File: src/rtl/line_engine_pkg.sv
// line_engine_pkg: shared FSM encoding and parameter defaults for the line engine
package line_engine_pkg;
    typedef enum logic [1:0] {
        IDLE  = 2'd0,
        SETUP = 2'd1,
        DRAW  = 2'd2
    } state_t;
    localparam logic [9:0] FB_BASE_DEF = 10'h040;
    localparam int         ERR_W_DEF   = 12;
endpackage

File: src/rtl/line_setup.sv
// line_setup: orders endpoints and derives Bresenham deltas for one line
//   in : x0, y0, x1, y1   endpoints (10-bit unsigned)
//   out: steep            |dy| > |dx|, so x/y are swapped in sx0/sy0/sx1
//        sx0, sy0, sx1    start point and end x in drawing space, sx0 <= sx1
//        dx, dy           absolute deltas in drawing space
//        ystep_neg        minor axis steps downwards
module line_setup
    import line_engine_pkg::*;
(
    input  logic [9:0]  x0,
    input  logic [9:0]  y0,
    input  logic [9:0]  x1,
    input  logic [9:0]  y1,
    output logic        steep,
    output logic [9:0]  sx0,
    output logic [9:0]  sy0,
    output logic [9:0]  sx1,
    output logic [10:0] dx,
    output logic [10:0] dy,
    output logic        ystep_neg
);
    logic [10:0] adx, ady;
    logic [9:0]  ax0, ay0, ax1, ay1, sy1;
    logic        rev;
    always_comb begin
        adx = (x1 >= x0) ? {1'b0, x1} - {1'b0, x0} : {1'b0, x0} - {1'b0, x1};
        ady = (y1 >= y0) ? {1'b0, y1} - {1'b0, y0} : {1'b0, y0} - {1'b0, y1};
        steep = ady > adx;
        ax0 = steep ? y0 : x0;
        ay0 = steep ? x0 : y0;
        ax1 = steep ? y1 : x1;
        ay1 = steep ? x1 : y1;
        rev = ax0 > ax1;
        sx0 = rev ? ax1 : ax0;
        sy0 = rev ? ay1 : ay0;
        sx1 = rev ? ax0 : ax1;
        sy1 = rev ? ay0 : ay1;
        dx = {1'b0, sx1} - {1'b0, sx0};
        dy = (sy1 >= sy0) ? {1'b0, sy1} - {1'b0, sy0} : {1'b0, sy0} - {1'b0, sy1};
        ystep_neg = sy1 < sy0;
    end
endmodule

File: src/rtl/line_engine.sv
// line_engine: Bresenham line rasteriser emitting one framebuffer write per pixel
//   clk, rst (async, active-low)
//   line_color/line_point + *_valid strobes : staging register loads
//   line_trigger / line_ready               : start a draw / engine idle
//   px_addr, px_data, px_valid / px_ready   : pixel write handshake
module line_engine
    import line_engine_pkg::*;
#(
    parameter logic [9:0] FB_BASE = FB_BASE_DEF,
    parameter int         ERR_W   = ERR_W_DEF
) (
    input  logic        clk,
    input  logic        rst,
    input  logic [31:0] line_color,
    input  logic [9:0]  line_point,
    input  logic        line_color_valid,
    input  logic        line_x0_valid,
    input  logic        line_y0_valid,
    input  logic        line_x1_valid,
    input  logic        line_y1_valid,
    input  logic        line_trigger,
    output logic        line_ready,
    output logic [31:0] px_addr,
    output logic [31:0] px_data,
    output logic        px_valid,
    input  logic        px_ready
);
    state_t state_q, state_d;
    logic [23:0] color_q, color_d, w_color_q, w_color_d;
    logic [9:0]  x0_q, x0_d, y0_q, y0_d, x1_q, x1_d, y1_q, y1_d;
    logic [9:0]  w_x0_q, w_x0_d, w_y0_q, w_y0_d, w_x1_q, w_x1_d, w_y1_q, w_y1_d;
    logic [9:0]  cur_x_q, cur_x_d, cur_y_q, cur_y_d, x_end_q, x_end_d;
    logic [10:0] dx_q, dx_d, dy_q, dy_d;
    logic        steep_q, steep_d, ystep_neg_q, ystep_neg_d;
    logic signed [ERR_W-1:0] err_q, err_d, err_dec, dx_ext, dy_ext;
    logic        s_steep, s_ystep_neg;
    logic [9:0]  s_x0, s_y0, s_x1;
    logic [10:0] s_dx, s_dy;
    logic        unused_color;
    assign unused_color = ^line_color[31:24];

    line_setup u_setup (
        .x0        (w_x0_q),
        .y0        (w_y0_q),
        .x1        (w_x1_q),
        .y1        (w_y1_q),
        .steep     (s_steep),
        .sx0       (s_x0),
        .sy0       (s_y0),
        .sx1       (s_x1),
        .dx        (s_dx),
        .dy        (s_dy),
        .ystep_neg (s_ystep_neg)
    );

    assign line_ready = state_q == IDLE;
    assign px_valid   = state_q == DRAW;
    assign px_addr    = steep_q ? {FB_BASE, cur_x_q, cur_y_q, 2'b00} : {FB_BASE, cur_y_q, cur_x_q, 2'b00};
    assign px_data    = {8'h00, w_color_q};

    always_comb begin
        // the _d staging values double as the bypass path into the snapshot
        color_d = line_color_valid ? line_color[23:0] : color_q;
        x0_d = line_x0_valid ? line_point : x0_q;
        y0_d = line_y0_valid ? line_point : y0_q;
        x1_d = line_x1_valid ? line_point : x1_q;
        y1_d = line_y1_valid ? line_point : y1_q;
        state_d = state_q;
        w_color_d = w_color_q;
        w_x0_d = w_x0_q;
        w_y0_d = w_y0_q;
        w_x1_d = w_x1_q;
        w_y1_d = w_y1_q;
        cur_x_d = cur_x_q;
        cur_y_d = cur_y_q;
        x_end_d = x_end_q;
        dx_d = dx_q;
        dy_d = dy_q;
        steep_d = steep_q;
        ystep_neg_d = ystep_neg_q;
        err_d = err_q;
        dx_ext = {{(ERR_W-11){1'b0}}, dx_q};
        dy_ext = {{(ERR_W-11){1'b0}}, dy_q};
        err_dec = err_q - dy_ext;
        case (state_q)
            IDLE: if (line_trigger) begin
                state_d = SETUP;
                w_color_d = color_d;
                w_x0_d = x0_d;
                w_y0_d = y0_d;
                w_x1_d = x1_d;
                w_y1_d = y1_d;
            end
            SETUP: begin
                state_d = DRAW;
                steep_d = s_steep;
                cur_x_d = s_x0;
                cur_y_d = s_y0;
                x_end_d = s_x1;
                dx_d = s_dx;
                dy_d = s_dy;
                ystep_neg_d = s_ystep_neg;
                err_d = {{(ERR_W-10){1'b0}}, s_dx[10:1]};
            end
            DRAW: if (px_ready) begin
                if (cur_x_q == x_end_q) begin
                    state_d = IDLE;
                end else begin
                    cur_x_d = cur_x_q + 10'd1;
                    err_d = err_dec;
                    if (err_dec < 0) begin
                        cur_y_d = ystep_neg_q ? cur_y_q - 10'd1 : cur_y_q + 10'd1;
                        err_d = err_dec + dx_ext;
                    end
                end
            end
            default: state_d = IDLE;
        endcase
    end

    always_ff @(posedge clk or negedge rst) begin
        if (!rst) begin
            state_q <= IDLE;
            color_q <= '0;
            x0_q <= '0;
            y0_q <= '0;
            x1_q <= '0;
            y1_q <= '0;
            w_color_q <= '0;
            w_x0_q <= '0;
            w_y0_q <= '0;
            w_x1_q <= '0;
            w_y1_q <= '0;
            cur_x_q <= '0;
            cur_y_q <= '0;
            x_end_q <= '0;
            dx_q <= '0;
            dy_q <= '0;
            steep_q <= 1'b0;
            ystep_neg_q <= 1'b0;
            err_q <= '0;
        end else begin
            state_q <= state_d;
            color_q <= color_d;
            x0_q <= x0_d;
            y0_q <= y0_d;
            x1_q <= x1_d;
            y1_q <= y1_d;
            w_color_q <= w_color_d;
            w_x0_q <= w_x0_d;
            w_y0_q <= w_y0_d;
            w_x1_q <= w_x1_d;
            w_y1_q <= w_y1_d;
            cur_x_q <= cur_x_d;
            cur_y_q <= cur_y_d;
            x_end_q <= x_end_d;
            dx_q <= dx_d;
            dy_q <= dy_d;
            steep_q <= steep_d;
            ystep_neg_q <= ystep_neg_d;
            err_q <= err_d;
        end
    end
endmodule

File: config.mk
export PLATFORM = sky130hd
export DESIGN_NAME = line_engine
export DESIGN_NICKNAME = d
export VERILOG_FILES = /design/src/rtl/line_engine_pkg.sv /design/src/rtl/line_setup.sv /design/src/rtl/line_engine.sv
export SDC_FILE = /design/constraint.sdc
export NUM_CORES = 1
export LEC_CHECK = 0
export ABC_CLOCK_PERIOD_IN_PS = 11200
export BUFFER_PORTS_ARGS = -buffer_cell sky130_fd_sc_hd__buf_2
export CORE_ASPECT_RATIO = 0.8
export CORE_UTILIZATION = 56
export CTS_BUF_LIST = sky130_fd_sc_hd__clkbuf_16
export CTS_CLUSTER_SIZE = 16
export DETAILED_ROUTE_END_ITERATION = 8
export GPL_ROUTABILITY_DRIVEN = 0
export PLACE_DENSITY = 0.77
export SLEW_MARGIN = 40
export SYNTH_ARGS = -nofsm -noshare
export SYNTH_HDL_FRONTEND = slang
export SYNTH_HIERARCHICAL = 1
export SYNTH_SLANG_ARGS = --single-unit
File: constraint.sdc
create_clock -name clk -period 11.2 [get_ports clk]
set_input_delay 1.12 -clock clk [delete_from_list [all_inputs] [get_ports clk]]
set_output_delay 1.12 -clock clk [all_outputs]
set_load 0.01 [all_outputs]
# After elaboration in Yosys (flattened, before gate mapping)
# Index checks and enable logic that the tools add are counted.
[totals] regBits=196 latch_bits=0 ramBits=0 mem_bits_ro=0 elab_cells=85 n_memories=0
[classes] add_sub_neg=12 multipliers=0 n_div=0 n_lt_le_gt_ge=7 eq_ne=8 shifts=0 n_mux=33 bitwise=0 reduce_logical=6
[ops] op="$mux W10" count=18
[ops] op="$sub A10 B10 Y11" count=7
[ops] op="$pmux W10 S2" count=2
[ops] op="$mux W12" count=3
[ops] op="$mux W11" count=3
[ops] op="$ge A10 B10 Y1" count=3
[ops] op="$mux W24" count=1
[ops] op="$pmux W12 S2" count=1
[ops] op="$mux W22" count=1
[ops] op="$add A10 B1 Y10 const B" count=2
[ops] op="$add A12 B12 Y12" count=1
[ops] op="$lt A12 B1 Y1 const B" count=1
[ops] op="$sub A12 B12 Y12" count=1
[ops] op="$gt A11 B11 Y1" count=1
[ops] op="$eq A10 B10 Y1" count=1
[ops] op="$gt A10 B10 Y1" count=1
[ops] op="$lt A10 B10 Y1" count=1
[ops] op="$sub A10 B1 Y10 const B" count=1
[ops] op="$mux W2" count=3
[ops] op="$ne A2 B1 Y1 const B" count=3
[ops] op="$pmux W2 S3" count=1
[ops] op="$reduce_and A3 Y1" count=2
[ops] op="$ne A2 B2 Y1 const B" count=2
[ops] op="$reduce_and A4 Y1" count=1
[ops] op="5 further kinds" count=5

# Depth between registers and ports, before layout
# Gate-level depths: netlist (run 1).
[logic_depth] word_depth=8 depth_mapped=54 depth_no_buf=47

# Cells and area by module
# The synthesis (run 1) kept the hierarchy.
[modules_own_cells] mod="line_engine" instances=1 cells_each=861 area_each_um2=9719.3 seq_area_each_um2=4904.7
[modules_own_cells] mod="line_setup" instances=1 cells_each=766 area_each_um2=5187.5 seq_area_each_um2=0.0

# Worst setup path before layout (run 1)
# OpenSTA, ideal clock, no wires.
[synth_path] kind="flip-flop to flip-flop" startpoint="reg w_y0_q[1]" endpoint="reg dy_q[9]" setup_ps=132 t_arrival_ps=10250 required_time_ps=11068 slack_ps=818 stages_incl_launch_ff=53 path_buffers=7 synth_period_minus_slack_ps=10382 path_cell_list="dfrtp_1 > inv_1 > ha_1 > nor2b_1 > o21a_1 > o21ai_0 > a211o_1 > o211ai_1 > nand2_1 > mux2_2 > o21a_1 > a21bo_2 > a221o_1 > xor2_1 > ha_1 > nand4_2 > a211oi_1 > o21ai_0 > [17 not listed] > nor2_1 > a211oi_1 > nor2_1 > ha_1 > nor2b_1 > o21ai_0 > a21boi_0 > o21ai_0 > a21boi_0 > o21ai_0 > a21oi_1 > nor3_1 > clkbuf_1 > mux2i_1 > o211ai_1 > xor2_1 > nand2_1 > o21ai_0"
[synth_between] elab_chain_cells=8 word_cells_on_any_way=16
[synth_rtl] item="from (decl)" line_no="line_engine.sv:31" text="logic [9:0] w_x0_q, w_x0_d, w_y0_q, w_y0_d, w_x1_q, w_x1_d, w_y1_q, w_y1_d;"
[synth_rtl] item="from (signal assigned)" line_no="line_engine.sv:151" text="w_y0_q <= w_y0_d;"
[synth_rtl] item="$sub A10 B10 Y11 or $ge A10 B10 Y1 (tied branches)" line_no="line_setup.sv:27" text="ady = (y1 >= y0) ? {1'b0, y1} - {1'b0, y0} : {1'b0, y0} - {1'b0, y1};"
[synth_rtl] item="$mux W11" line_no="line_setup.sv:27"
[synth_rtl] item="$gt A11 B11 Y1" line_no="line_setup.sv:28" text="steep = ady > adx;"
[synth_rtl] item="$mux W10, on equally long branches" line_no="line_setup.sv:29, line_setup.sv:31"
[synth_rtl] item="$gt A10 B10 Y1" line_no="line_setup.sv:33" text="rev = ax0 > ax1;"
[synth_rtl] item="$mux W10, on equally long branches" line_no="line_setup.sv:35, line_setup.sv:37"
[synth_rtl] item="$sub A10 B10 Y11 or $ge A10 B10 Y1 (tied branches)" line_no="line_setup.sv:39" text="dy = (sy1 >= sy0) ? {1'b0, sy1} - {1'b0, sy0} : {1'b0, sy0} - {1'b0, sy1};"
[synth_rtl] item="$mux W11 (*)" line_no="line_setup.sv:39"
[synth_rtl] item="named net s_dy[9]" line_no="line_engine.sv:38" text="logic [10:0] s_dx, s_dy;"
[synth_rtl] item="to (signal assigned)" line_no="line_engine.sv:158" text="dy_q <= dy_d;"
[synth_rtl] item="to (decl)" line_no="line_engine.sv:33" text="logic [10:0] dx_q, dx_d, dy_q, dy_d;"
# Mark *: on every way through the listed nets, which the timed path passes. The rest lies on a longest branch.
# A chain may end at the register's enable or synchronous reset.

# Worst setup path after layout (run 1)
[layout_path] startpoint="reg w_x0_q[1]" endpoint="reg dy_q[9]"
[layout_between] elab_chain_cells=8 word_cells_on_any_way=16
[layout_rtl] item="from (decl)" line_no="line_engine.sv:31"
[layout_rtl] item="from (signal assigned)" line_no="line_engine.sv:150" text="w_x0_q <= w_x0_d;"
[layout_rtl] item="$sub A10 B10 Y11 or $ge A10 B10 Y1 (tied branches)" line_no="line_setup.sv:26" text="adx = (x1 >= x0) ? {1'b0, x1} - {1'b0, x0} : {1'b0, x0} - {1'b0, x1};"
[layout_rtl] item="$mux W11 (*)" line_no="line_setup.sv:26"
[layout_rtl] item="$gt A11 B11 Y1 (*)" line_no="line_setup.sv:28"
[layout_rtl] item="named net s_steep" line_no="line_engine.sv:36" text="logic s_steep, s_ystep_neg;"
[layout_rtl] item="$mux W10, on equally long branches" line_no="line_setup.sv:29, line_setup.sv:31"
[layout_rtl] item="$gt A10 B10 Y1" line_no="line_setup.sv:33"
[layout_rtl] item="$mux W10, on equally long branches" line_no="line_setup.sv:35, line_setup.sv:37"
[layout_rtl] item="$sub A10 B10 Y11 or $ge A10 B10 Y1 (tied branches)" line_no="line_setup.sv:39"
[layout_rtl] item="$mux W11 (*)" line_no="line_setup.sv:39"
[layout_rtl] item="named net s_dy[9]" line_no="line_engine.sv:38"
# Marks and branches as above.

==> summary.txt, run 1 <==
Status
  • Status: complete, no violations

Clocking
  • TritonCTS Buffers: 17
  • Clock-pin slew on the worst setup and hold paths: 0.08 ns
  • Clock Sinks: 196
  • Cts hold-fix bufs: 0
  • CTS Root Cell: clkbuf_16
  • CTS tree: built
  • CTS Buffer Depth: 2
  • Clk Latency, worst-skew pair: 0.45 ns
  • Htree depth: 4

Placed design
  • DP Wirelength: 30300 um
  • I/O Buffers: 88
  • Placed cells: 2028

STA
  • Worst Max-Slew Pin Slew: 0.826 ns
  • Worst Clk Skew: 0.0159 ns
  • Fin. Hold Viols: 0
  • Rel. slew slack: 44.5%
  • Fmax: 94.6 MHz
  • Slew Limit Fails: 0
  • Min Tclk post-route: 10.57 ns
  • Finish-stage setup viols: 0
  • Final worst path period share: 94.4%
  • RSZ-0062 raised after global routing: false
  • Total negative slack: 0 ns

Layout
  • Area delta synth->final: 10.5%
  • Final non-filler cell total: 2066
  • Commonest cells after routing, fill and taps aside: dfrtp_1, nand2_1, mux2_2
  • Final core occ: 62.9%
  • N_diodes: 0
  • Net count, final: 1868
  • # fillers: 2095
  • Layout cell share with drive strength beyond 1: 21.8%
  • Most common cell after layout, fill and taps aside: dfrtp_1

Drt
  • Avg WL per Cell: 20.0 um
  • DR pass1 iterations: 6
  • ANT nets after route: 0
  • DR DRC count: 0
  • Detailed Route Iter0 Violations: 1254
  • Routed WL: 41400 um
  • Detailed-route via count: 12900
  • Drt via density: 6.22

Synth
  • Seq cells post-synth: 196
  • Top post-synthesis cells by area: dfrtp_1, mux2_2, ha_1
  • Area fraction of the dominant cell type after synthesis: 32.9%
  • Main synth FF type: dfrtp_1
  • Leading area contributor after synthesis: dfrtp_1
  • Area of the mapped netlist: 14900 um^2
  • Number of flops mapped to enable cells by yosys: 0
  • Register area share after synthesis: 32.9%
  • Asr flop ratio synth: 100%
  • Post-Syn Area per Cell: 9.16 um^2
  • Synth warn: 6
  • Netlist cell types: 94
  • Gate Count Post-Synth: 1627

Worst setup path
  • Endpoint class of the critical path: flip-flop
  • WP data required: 11.51 ns
  • Crit path from: w_x0_q[1]
  • Reg2reg start: w_x0_q[1]
  • Peak fanout along the critical path: 17
  • Max incr delay on CP: 0.49 ns
  • Critical path data arrival time: 10.88 ns
  • Setup crit start kind: flip-flop
  • Crit Path Class: flip-flop to flip-flop
  • CP max stage cell: or4_1

Floorplan
  • Rows: 53
  • Core area: 26200 um^2
  • Chip Width: 184 um
  • Die footprint: 27300 um^2
  • Ports: 117
  • Starting density of the core: 56.9%
  • Die height: 148 um

Worst hold path
  • Hold Crit Class: flip-flop to flip-flop
  • Hold_sp: dy_q[0]

Global routing
  • Number of global-route vias before repair: 12100
  • First-pass GRT wire length: 65500 um
  • Grt total ovfl: 0
  • Initial antenna violation count: 0
  • GRT Util Overall: 30.9%
  • Largest net degree at the start of global routing: 72

Flow run
  • Number of max-cap violations: 0
-- state kept, by name, indices dropped and copies added (netlist names) --
register / cells
color_q: 24
w_color_q: 24
err_q: 12
dx_q: 11
dy_q: 11
cur_x_q: 10
cur_y_q: 10
w_x0_q: 10
w_x1_q: 10
w_y0_q: 10
w_y1_q: 10
x0_q: 10
x1_q: 10
x_end_q: 10
y0_q: 10
y1_q: 10
state_q: 2
steep_q: 1
ystep_neg_q: 1
-- area by class of cell --
type,instances,area [um^2],share of cell area (%)
Multi-Input combinational cell,1246,9310,56.5
Tap cell,357,447,2.71
Sequential cell,196,4910,29.8
Timing Repair Buffer,124,727,4.41
Clock inverter,15,238,1.44
Clock buffer,17,425,2.58
Inverter,111,417,2.53
-- layer usage --
layer	GRT usage, %	wire (um)	vias to the layer above
li1	-	-	5905
met1	44.0	18200	6213
met5	2.00	70	-
met3	7.34	3940	75
met2	46.3	18300	657
met4	9.13	929	2
-- Yosys cell counts, types with 21 or more instances --
cell type and number:
xnor2_1 30, o21ai_0 73, xor2_1 26, mux2_2 156, inv_1 110, clkbuf_1 51
o211ai_1 46, nor2_1 102, nor3_1 27, nand2_1 187, ha_1 112, dfrtp_1 196
buf_4 21, a21oi_1 93, nand3_1 34, mux2i_1 34
-- worst paths after layout --
kind,end,depth (start not counted),slack [ns]
worst min register to register,dy_q[0],2,0.49
min in group asynchronous,dy_q[3],1,0.69
worst max register to register,dy_q[9],45,0.63
worst max-delay path,dy_q[9],45,0.63
max in group asynchronous,color_q[21],3,8.72
worst min-delay path,dy_q[0],2,0.49
-- cells by family (layout without fill, tap and decap cells) --
group	after synthesis	count (layout)	share of synthesized area [%]
mux	191	191	14.2
fa+ha+maj	121	121	10.6
buf+inv	204	267	5.97
other cells	2	20	0.0504
simple gates	474	475	14.9
compound gates	381	381	17.8
flops	196	196	32.9
xor+xnor	58	58	3.58
-- worst max-delay path, delay by kind of cell (launching register included) --
family | cells | cell delay (ns)
DFF | 1 | 0.38
adders and majority gates | 4 | 1.39
buffers and inverters | 5 | 1.11
muxes | 2 | 0.56
AOI/OAI and AO/OA | 17 | 3.42
and+or+nand+nor | 16 | 3.42
xor gates and xnor gates | 1 | 0.16
-- repair_timing --
| item | in CTS | in global routing |
|---|---|---|
| resized for setup | 0 | 23 |
| endpoints found under the setup margin | 0 | 10 |
| buffers inserted | 0 | 5 |
-- through the flow --
stage / hold WS, ns / worst slack, ns / instance area, um^2
final: 0.493 / 0.625 / 16500
after floorplan: 0.452 / 0.818 / 15000
after global placement: 0.470 / 0.725 / 15600
after detailed placement: 0.471 / 0.368 / 15700
after global routing: 0.511 / 0.00657 / 16500
after CTS: 0.495 / 0.249 / 16300
Power of run 1 is not shown: default switching activity piles up to over one toggle a cycle in this logic, so the estimate is an artifact.
==> run 2: changes to the inputs <==
ABC_AREA = 1   (was unset)
==> summary.txt, run 2 <==
Synth
  • Area fraction of the dominant cell type after synthesis: 33.6% (was 32.9%)
  • Post-Syn Area per Cell: 7.86 um^2 (was 9.16 um^2)
  • Post-synthesis compound-gate area fraction: 11.5% (was 17.8%)
  • Asr flop ratio synth: 100% (unchanged)
  • Post-Synth Adder-Cell Area: 10.8% (was 10.6%)
  • Main synth FF type: dfrtp_1 (unchanged)
  • Leading area contributor after synthesis: dfrtp_1 (unchanged)
  • Area of the mapped netlist: 14600 um^2 (was 14900 um^2)
  • Number of flops mapped to enable cells by yosys: 0 (unchanged)
  • Mux contribution to synthesized area: 10.4% (was 14.2%)
  • Largest family of logic cells by synthesized area: simple AND/OR/NAND/NOR gates (was compound AO/OA/AOI/OAI gates)
  • Register area share after synthesis: 33.6% (was 32.9%)
  • Gate Count Post-Synth: 1858 (was 1627)
  • Top-count cell post-synth: nand2_1 (was dfrtp_1)
  • Top post-synthesis cells by area: dfrtp_1, nand2_1, mux2_2 (was dfrtp_1, mux2_2, ha_1)
  • Seq cells post-synth: 196 (unchanged)
  • Synth warn: 6 (unchanged)
  • Xor/xnor share of the synthesized area: 2.76% (was 3.58%)
  • Synth cell count leaders: nand2_1, inv_1, dfrtp_1 (was dfrtp_1, nand2_1, mux2_2)
  • Netlist cell types: 56 (was 94)
  • Simple-gate share of the synthesized area: 21.2% (was 14.9%)

Drt
  • DR DRC count: 0 (unchanged)
  • Detailed Route Iter0 Violations: 1148 (was 1254)
  • DR pass1 iterations: 6 (unchanged)
  • Routed WL: 37000 um (was 41400 um)
  • ANT nets after route: 0 (unchanged)
  • Avg WL per Cell: 16.3 um (was 20.0 um)
  • Detailed-route via count: 12600 (was 12900)
  • Drt via density: 5.54 (was 6.22)

Global routing
  • First-pass GRT wire length: 60100 um (was 65500 um)
  • Met2 GRT Util: 44.4% (was 46.3%)
  • Largest net degree at the start of global routing: 127 (was 72)
  • Met1 Usage GRT: 39.9% (was 44.0%)
  • GRT Util Overall: 28.5% (was 30.9%)
  • Initial antenna violation count: 0 (unchanged)
  • Grt total ovfl: 0 (unchanged)
  • GR Layer Usage met3: 5.89% (was 7.34%)
  • Number of global-route vias before repair: 11800 (was 12100)
  • GRT busiest layer: met2 (unchanged)

Worst setup path
  • Max incr delay on CP: 0.55 ns (was 0.49 ns)
  • Most frequent CP cell: o21ai_0
  • WP data required: 11.57 ns (was 11.51 ns)
  • Worst r2r path cells: 44 (was 45)
  • Reg2reg start: w_x0_q[1] (unchanged)
  • Reg2Reg Setup Slack: 1.04 ns (was 0.63 ns)
  • Critical path data arrival time: 10.53 ns (was 10.88 ns)
  • Endpoint class of the critical path: flip-flop (unchanged)
  • Setup crit start kind: flip-flop (unchanged)
  • CP max stage cell: o21ai_0 (was or4_1)
  • R2R Path End: dy_q[10] (was dy_q[9])
  • Crit Path Class: flip-flop to flip-flop (unchanged)
  • Peak fanout along the critical path: 81 (was 17)

Layout
  • N_diodes: 0 (unchanged)
  • Final non-filler cell total: 2274 (was 2066)
  • Most common cell after layout, fill and taps aside: nand2_1 (was dfrtp_1)
  • Area delta synth->final: 7.99% (was 10.5%)
  • Net count, final: 2082 (was 1868)
  • Layout cell share with drive strength beyond 1: 16.6% (was 21.8%)
  • Regs by FF count: color_q: 24 flops, w_color_q: 24 flops, err_q: 12 flops (unchanged)
  • Commonest cells after routing, fill and taps aside: nand2_1, inv_1, dfrtp_1 (was dfrtp_1, nand2_1, mux2_2)

Clocking
  • Htree depth: 4 (unchanged)
  • TritonCTS Buffers: 17 (unchanged)
  • Clock Sinks: 196 (unchanged)
  • CTS Root Cell: clkbuf_16 (unchanged)
  • Cts hold-fix bufs: 0 (unchanged)
  • Setup Buffers After CTS: 0 (unchanged)
  • CTS Buffer Depth: 2 (unchanged)
  • Clock-pin slew on the worst setup and hold paths: 0.09 ns (was 0.08 ns)
  • Clk Latency, worst-skew pair: 0.46 ns (was 0.45 ns)
  • Resize count post-CTS: 0 (unchanged)
  • CTS tree: built (unchanged)

Floorplan
  • Chip Width: 183 um (was 184 um)
  • Ports: 117 (unchanged)
  • Die footprint: 26700 um^2 (was 27300 um^2)
  • Core area: 25400 um^2 (was 26200 um^2)
  • Rows: 52 (was 53)
  • Die height: 146 um (was 148 um)
  • Starting density of the core: 57.4% (was 56.9%)

STA
  • RSZ-0062 raised after global routing: false (unchanged)
  • Rel. slew slack: 44.5% (about the same)
  • Fmax: 98.4 MHz (was 94.6 MHz)
  • Worst Clk Skew: 0.0160 ns (was 0.0159 ns)
  • Fin. Hold Viols: 0 (unchanged)
  • Worst Max-Slew Pin Slew: 0.823 ns (was 0.826 ns)
  • Slew Limit Fails: 0 (unchanged)
  • Total negative slack: 0 ns (unchanged)
  • Final setup margin: 1.04 ns (was 0.625 ns)
  • Final worst path period share: 90.7% (was 94.4%)
  • Min Tclk post-route: 10.16 ns (was 10.57 ns)
  • Finish-stage setup viols: 0 (unchanged)

Placed design
  • Post-placement setup slack: 1.65 ns (was 0.368 ns)
  • DP Wirelength: 28100 um (was 30300 um)
  • I/O Buffers: 88 (unchanged)
  • Placed cells: 2242 (was 2028)

Worst hold path
  • Hold Path Sink: y1_q[6] (was dy_q[0])
  • Hold_sp: y1_q[6] (was dy_q[0])
  • Hold path depth: 1 (was 2)
  • Hold Crit Class: flip-flop to flip-flop (unchanged)

Flow run
  • Number of max-cap violations: 0 (unchanged)

Status
  • Status: complete, no violations (unchanged)
[run 2: cell count changes after synthesis, sizes merged, moves of 29 or more]
cell,previous run,this run
inv,111,256
mux2i,35,6
nand2,189,509
nand3,34,87
o211ai,48,3
o21ai,77,177
[run 2: worst max-delay path: cells and delay by family (launching register included)]
kind	cells	cell delay, ns
DFF	1	0.48
and+or+nand+nor	19	2.99
buffers and inverters	2	0.20
AOI/OAI and AO/OA	19	4.83
adders and majority gates	4	1.53
[run 2: through the flow]
| stage | hold WS, ns | util, % | area (um^2) |
|---|---|---|---|
| after floorplan | 0.453 | - | 14700 |
| after global placement | 0.474 | 59.6 | 15200 |
| after detailed placement | 0.477 | 59.6 | 15200 |
| after CTS | 0.498 | 62.0 | 15800 |
| after global routing | 0.508 | 62.0 | 15800 |
| final | 0.496 | 62.0 | 15800 |
[run 2: worst max path at each step]
stage	start	endpoint	cells after the start
floorplan	w_x0_q[2]	dy_q[10]	54
global placement	w_x0_q[1]	dy_q[10]	45
detailed placement	w_x0_q[1]	dy_q[10]	45
CTS	w_x0_q[1]	dy_q[10]	44
global route	w_x0_q[1]	dy_q[10]	47
finish	w_x0_q[1]	dy_q[10]	44
[run 2: area by class of cell]
type / count / area, um^2
multi-input combinational: 1346 / 8360
inverter: 256 / 966
sequential: 196 / 4910
timing repair buffer: 93 / 502
clock inverter: 15 / 168
fill: 2181 / 9670
tap: 351 / 439
clock buffer: 17 / 425
[run 2: layer usage]
| metal | up-vias | wire, um |
|---|---|---|
| met1 | 5935 | 16800 |
| li1 | 6087 | - |
| met5 | - | 0 |
| met4 | 0 | 823 |
| met2 | 502 | 16500 |
| met3 | 64 | 2920 |
[run 2: cell families after synthesis]
| group | after synthesis |
|---|---|
| and+or+nand+nor | 722 |
| buffers and inverters | 334 |
| AOI/OAI and AO/OA | 301 |
| DFF | 196 |
| muxes | 136 |
| adders and majority gates | 121 |
| xor gates and xnor gates | 46 |
| other | 2 |
Power of run 2 is left out for the same reason.
